## config.mk

```make
export PLATFORM = sky130hd
export DESIGN_NAME = pipeline_stall_ctrl
export DESIGN_NICKNAME = d
export VERILOG_FILES = /design/src/rtl/pipeline_stall_pkg.sv /design/src/rtl/stall_bubble_counter.sv /design/src/rtl/pipeline_stall_ctrl.sv
export SDC_FILE = /design/constraint.sdc
export NUM_CORES = 1
export LEC_CHECK = 0
export BUFFER_PORTS_ARGS = -buffer_cell sky130_fd_sc_hd__buf_2
export CORE_AREA = 2 2 39 41
export DETAILED_ROUTE_END_ITERATION = 16
export DIE_AREA = 0 0 41 43
export GPL_ROUTABILITY_DRIVEN = 0
export PLACE_DENSITY = 0.59
export REMOVE_ABC_BUFFERS = 1
export SETUP_SLACK_MARGIN = 0.02
export SLEW_MARGIN = 20
export SYNTH_ARGS = -nofsm -noshare
export SYNTH_HDL_FRONTEND = slang
export SYNTH_SLANG_ARGS = --single-unit
```

## constraint.sdc

```tcl
create_clock -name clk -period 1.3 [get_ports clk]
set_input_delay 0.26 -clock clk [delete_from_list [all_inputs] [get_ports clk]]
set_output_delay 0.26 -clock clk [all_outputs]
set_load 0.005 [all_outputs]
```

## src/rtl/pipeline_stall_pkg.sv

```systemverilog
// Shared types and default constants for the pipeline stall controller.
package pipeline_stall_pkg;

    typedef enum logic [1:0] {
        RUN    = 2'd0,
        BUBBLE = 2'd1,
        GRANT  = 2'd2,
        HALT   = 2'd3
    } state_t;

    localparam int CNT_W = 4;

    localparam logic [5:0] DEF_OP_HLT     = 6'b010001;
    localparam logic [5:0] DEF_OP_LOAD    = 6'b010100;
    localparam logic [5:0] DEF_JUMP_MASK  = 6'b111100;
    localparam logic [5:0] DEF_JUMP_MATCH = 6'b011100;

endpackage

```

## src/rtl/stall_bubble_counter.sv

```systemverilog
// Loadable down-counter holding the remaining bubble cycles; stops at zero.
module stall_bubble_counter
    import pipeline_stall_pkg::*;
#(
    parameter int W = CNT_W
) (
    input  logic         clk,
    input  logic         reset,
    input  logic         load,
    input  logic [W-1:0] load_val,
    input  logic         dec,
    output logic [W-1:0] cnt,
    output logic         zero
);

    assign zero = (cnt == '0);

    always_ff @(posedge clk) begin
        if (reset) begin
            cnt <= '0;
        end else if (load) begin
            cnt <= load_val;
        end else if (dec && !zero) begin
            cnt <= cnt - W'(1);
        end
    end

endmodule

```

## src/rtl/pipeline_stall_ctrl.sv

```systemverilog
// Stall controller for the ID stage: bubbles on jumps/loads, hold on halt.
// Optional STALL_STATS_EN adds stall_cycles and halt_seen statistics outputs.
//
// state  | meaning
// RUN    | decode op in ID; stall on first bubble cycle or halt
// BUBBLE | remaining bubble cycles, op ignored
// GRANT  | one unstalled cycle so the held instruction advances
// HALT   | frozen until resume
module pipeline_stall_ctrl #(
    parameter int              OP_W         = 6,
    parameter int              JUMP_BUBBLES = 2,
    parameter int              LOAD_BUBBLES = 1,
    parameter logic [OP_W-1:0] OP_HLT       = OP_W'(pipeline_stall_pkg::DEF_OP_HLT),
    parameter logic [OP_W-1:0] OP_LOAD      = OP_W'(pipeline_stall_pkg::DEF_OP_LOAD),
    parameter logic [OP_W-1:0] JUMP_MASK    = OP_W'(pipeline_stall_pkg::DEF_JUMP_MASK),
    parameter logic [OP_W-1:0] JUMP_MATCH   = OP_W'(pipeline_stall_pkg::DEF_JUMP_MATCH)
) (
    input  logic            clk,
    input  logic            reset,
    input  logic [OP_W-1:0] op,
    input  logic            resume,
    output logic            stall,
    output logic            stall_pm,
`ifdef STALL_STATS_EN
    output logic [15:0]     stall_cycles,
    output logic            halt_seen,
`endif
    output logic            halted
);

    import pipeline_stall_pkg::*;

    localparam int MAX_BUBBLES = (1 << CNT_W) - 1;

    if (JUMP_BUBBLES < 0 || JUMP_BUBBLES > MAX_BUBBLES ||
        LOAD_BUBBLES < 0 || LOAD_BUBBLES > MAX_BUBBLES) begin : g_bad_bubbles
        $error("pipeline_stall_ctrl: bubble parameters must be in 0..15");
    end

    localparam bit JUMP_EN = (JUMP_BUBBLES >= 1);
    localparam bit LOAD_EN = (LOAD_BUBBLES >= 1);
    localparam logic [CNT_W-1:0] JUMP_LOAD = CNT_W'(JUMP_EN ? JUMP_BUBBLES - 1 : 0);
    localparam logic [CNT_W-1:0] LOAD_LOAD = CNT_W'(LOAD_EN ? LOAD_BUBBLES - 1 : 0);
    localparam state_t JUMP_NEXT = (JUMP_BUBBLES > 1) ? BUBBLE : GRANT;
    localparam state_t LOAD_NEXT = (LOAD_BUBBLES > 1) ? BUBBLE : GRANT;

    state_t             state_q;
    state_t             state_d;
    logic               is_hlt;
    logic               is_jmp;
    logic               is_ld;
    logic               stall_raw;
    logic               cnt_load;
    logic               cnt_dec;
    logic [CNT_W-1:0]   cnt_load_val;
    logic [CNT_W-1:0]   cnt;
    logic               cnt_zero;

    assign is_hlt = (op == OP_HLT);
    assign is_jmp = ((op & JUMP_MASK) == JUMP_MATCH);
    assign is_ld  = (op == OP_LOAD);

    stall_bubble_counter #(.W(CNT_W)) u_cnt (
        .clk      (clk),
        .reset    (reset),
        .load     (cnt_load),
        .load_val (cnt_load_val),
        .dec      (cnt_dec),
        .cnt      (cnt),
        .zero     (cnt_zero)
    );

    always_comb begin
        state_d      = state_q;
        stall_raw    = 1'b0;
        cnt_load     = 1'b0;
        cnt_load_val = '0;
        cnt_dec      = 1'b0;
        case (state_q)
            RUN: begin
                if (is_hlt) begin
                    stall_raw = 1'b1;
                    state_d   = HALT;
                end else if (is_jmp && JUMP_EN) begin
                    stall_raw    = 1'b1;
                    cnt_load     = 1'b1;
                    cnt_load_val = JUMP_LOAD;
                    state_d      = JUMP_NEXT;
                end else if (is_ld && LOAD_EN) begin
                    stall_raw    = 1'b1;
                    cnt_load     = 1'b1;
                    cnt_load_val = LOAD_LOAD;
                    state_d      = LOAD_NEXT;
                end
            end
            BUBBLE: begin
                // The count is the bubbles left including this one; leave after the last.
                stall_raw = 1'b1;
                cnt_dec   = 1'b1;
                if (cnt_zero || cnt == CNT_W'(1)) begin
                    state_d = GRANT;
                end
            end
            GRANT: begin
                state_d = RUN;
            end
            HALT: begin
                stall_raw = 1'b1;
                if (resume) begin
                    state_d = GRANT;
                end
            end
            default: begin
                state_d = RUN;
            end
        endcase
    end

    assign stall = stall_raw & ~reset;

    always_ff @(posedge clk) begin
        if (reset) begin
            state_q  <= RUN;
            stall_pm <= 1'b0;
            halted   <= 1'b0;
        end else begin
            state_q  <= state_d;
            stall_pm <= stall;
            halted   <= (state_d == HALT);
        end
    end

`ifdef STALL_STATS_EN
    always_ff @(posedge clk) begin
        if (reset) begin
            stall_cycles <= '0;
            halt_seen    <= 1'b0;
        end else begin
            if (stall && stall_cycles != 16'hFFFF) begin
                stall_cycles <= stall_cycles + 16'd1;
            end
            if (state_d == HALT) begin
                halt_seen <= 1'b1;
            end
        end
    end
`endif

endmodule

```

==> out/metrics.cfg <==
[status]
status = finished with violations
failed_checks = setup timing

[timing]
timing_hold_violations_final = 0
finClkSkew_ns = 0.00296
tightest_slew_ns = 0.342
drv_slew = 0
timing.fmax_mhz = 746
slew_headroom = 0.770
fin_crit_ns = 1.34
fin_crit_sh = 1.03
fin_ws_ns = -0.0414
setup_viol = 2
rsz0062_at_grt = yes
setup_tns_ns = -0.0536

[worst_setup_path]
critPathKind = reg -> out
rr_worst_depth = 5
critPathLaunchType = flop
timing.rr.start = u_cnt.cnt[1]
r2r-end = u_cnt.cnt[0]
cp-end-kind = primary output
arrival_ns = 1.08
rrSetupSlack_ns = -0.01
cp_max_fo = 4
worst_ep_required_time_ns = 1.04

[routing]
wl_per_cell_um = 11.2
vias = 549
drt_iter0_drc = 8
wirelength_um = 1210
drc_errors = 0
via_per_inst = 5.08
drt-pass1-iter-count = 4
ant_nets = 0

[layout]
finalInstanceArea_um2 = 817
n_fill_cell = 128
fin_nets = 105
diodes = 0
final_util = 0.590
syn_to_final_growth_pct = 67.4
drive_gt1_frac = 0.598

[clocking]
ctsHoldBuffers = 0
htree_levels = 1
cts_tree = built
clock_path_buffers = 2
clock-root-buffer = clkbuf_4
cts_buffers = 3
clk_latency_ns = 0.25
cts_sinks = 8
clk_pin_slew_worst_paths_ns = 0.05

[job]
drv_cap = 0

[floorplan]
die_x_um = 41
rows = 14
die_area_um2 = 1760
start_util = 0.353
die-height_um = 43
io_pins = 12
core_um2 = 1380

[synth]
yosys_warnings = 0
yosys.area_share.simple = 0.382
syn_avg_cell_area_um2 = 8.41
synth_mux_area_frac = 0.0205
synth_edf_count = 0
synth_area_leaders = dfxtp_1 (33%), nand2b_1 (6.4%), nor2_1 (5.4%)
synth_top_family_by_area = simple AND/OR/NAND/NOR gates
synthAdderAreaFrac = 0.0513
ys_async_sr_fraction = 0
ys_seq_area_frac = 0.328
synth_xor_area_frac = 0
yosys.cell_types.count = 26
yosysTopAreaCell = dfxtp_1
synth-compound-area-share = 0.187
synth_most_common_cell = dfxtp_1
synth.cell_area_um2 = 488
synth-seq-cells = 8
synth_top_area_frac = 0.328
ys.flop_type = dfxtp_1
syn_inst = 58
synthTopCellsByCount = dfxtp_1 (8), nor2_1 (7), nand2b_1 (5)

[pwr]
power_w = 0.000568
clkPwrFrac = 0.324
p_per_area_nw_per_um2 = 695
switching_share = 0.246
ir_drop_mv = 0.494
switching_power_w = 0.000139
comb_power_share = 0.234
leakage_nw = 0.336
p_int_w = 0.000428
seqPwrFrac = 0.443

[hold_path]
hp-start = reset
hp-class = in -> reg
hold_end = state_q[0]
worstHoldPathCells = 2

[placement]
dpl-instance-area_um2 = 676
port_buffers = 11
place_hpwl_um = 886

[global_routing]
grt_max_degree = 8
grt_pass1_vias = 508
grt_usage = 0.161
grt_pass1_wl_um = 1890
grt_antenna_before_repair = 0
grt_overflow_total = 0

==> critical path: stages (launching register included) <==
cell	delay, ns
dfxtp_4	0.36
nor3b_2	0.15
nor2_1	0.07
nor3_1	0.12
buf_2	0.13
==> logic make-up after synthesis <==
family / count (synthesis)
AND/OR/NAND/NOR: 31
adder cells (fa/ha/maj): 2
buffers and inverters: 4
multiplexers: 1
flip-flops: 8
AO/OA/AOI/OAI: 12
==> routing by layer <==
layer / global-route usage / vias to the layer above / share of wire
met3: 0.0471 / 2 / 0.035
li1: - / 287 / -
met2: 0.253 / 15 / 0.53
met5: 0 / - / 0
met4: 0.100 / 0 / 0.012
met1: 0.179 / 245 / 0.42
==> registers in the layout, summed over array words and instances, names as in the netlist <==
register,flops
state_q,2
u_cnt.cnt,4
stall_pm,1
halted,1
==> worst max path at each step <==
stage | slack [ns] | startpoint | end | depth (start not counted)
global route | -0.09 | state_q[1] | stall | 4
global placement | -0.09 | op[0] | stall | 6
finish | -0.04 | state_q[1] | stall | 4
detailed placement | -0.14 | u_cnt.cnt[0] | u_cnt.cnt[0] | 5
CTS | -0.04 | state_q[1] | stall | 4
floorplan | -0.1 | u_cnt.cnt[0] | u_cnt.cnt[0] | 5
==> layout by cell type (no fill, tap or decap), types with 2 or more instances in the layout <==
cell	netlist	routed
o21ai_1	1	2
nand2b_1	5	4
nand3b_1	2	2
dfxtp_2	0	2
dfxtp_1	8	4
clkbuf_4	0	3
nor2_2	1	3
buf_4	0	20
nor4_1	2	2
nand2_1	4	4
dfxtp_4	0	2
inv_2	0	2
buf_2	0	11
inv_1	4	2
nor2_1	7	5
nor2b_1	2	2
nor3_2	0	3
==> through the flow <==
stage          setup WS (ns)  hold slack (ns)  std cells
2_1_floorplan        -0.0963            0.329         58
3_3_place_gp         -0.0894            0.500        100
3_5_place_dp          -0.142            0.501        100
4_1_cts              -0.0438            0.264        109
5_1_grt              -0.0949            0.285        108
6_report             -0.0414            0.287        108
==> layout make-up <==
| class | count | area [um2] | share of cell area |
|---|---|---|---|
| timing repair buffer | 31 | 205 | 0.251 |
| sequential | 8 | 170 | 0.208 |
| inverter | 4 | 15.0 | 0.0184 |
| clock buffer | 3 | 22.5 | 0.0276 |
| tap | 16 | 20.0 | 0.0245 |
| multi-input combinational | 46 | 384 | 0.470 |
==> power groups by stage <==
stage          Clock (W)  Sequential (W)  Combinational (W)
2_1_floorplan          0        0.000259          0.0000420
3_3_place_gp           0        0.000258           0.000102
3_5_place_dp           0        0.000259           0.000103
4_1_cts         0.000196        0.000251           0.000127
5_1_grt         0.000211        0.000252           0.000144
6_report        0.000184        0.000251           0.000133
==> repair_timing <==
item / in CTS / in global routing
resized for setup: 13 / 11
pin swaps: 7 / 8
buffers inserted: 6 / 0
setup endpoints to repair: 6 / 9
Power figures use the tool's default switching activity.
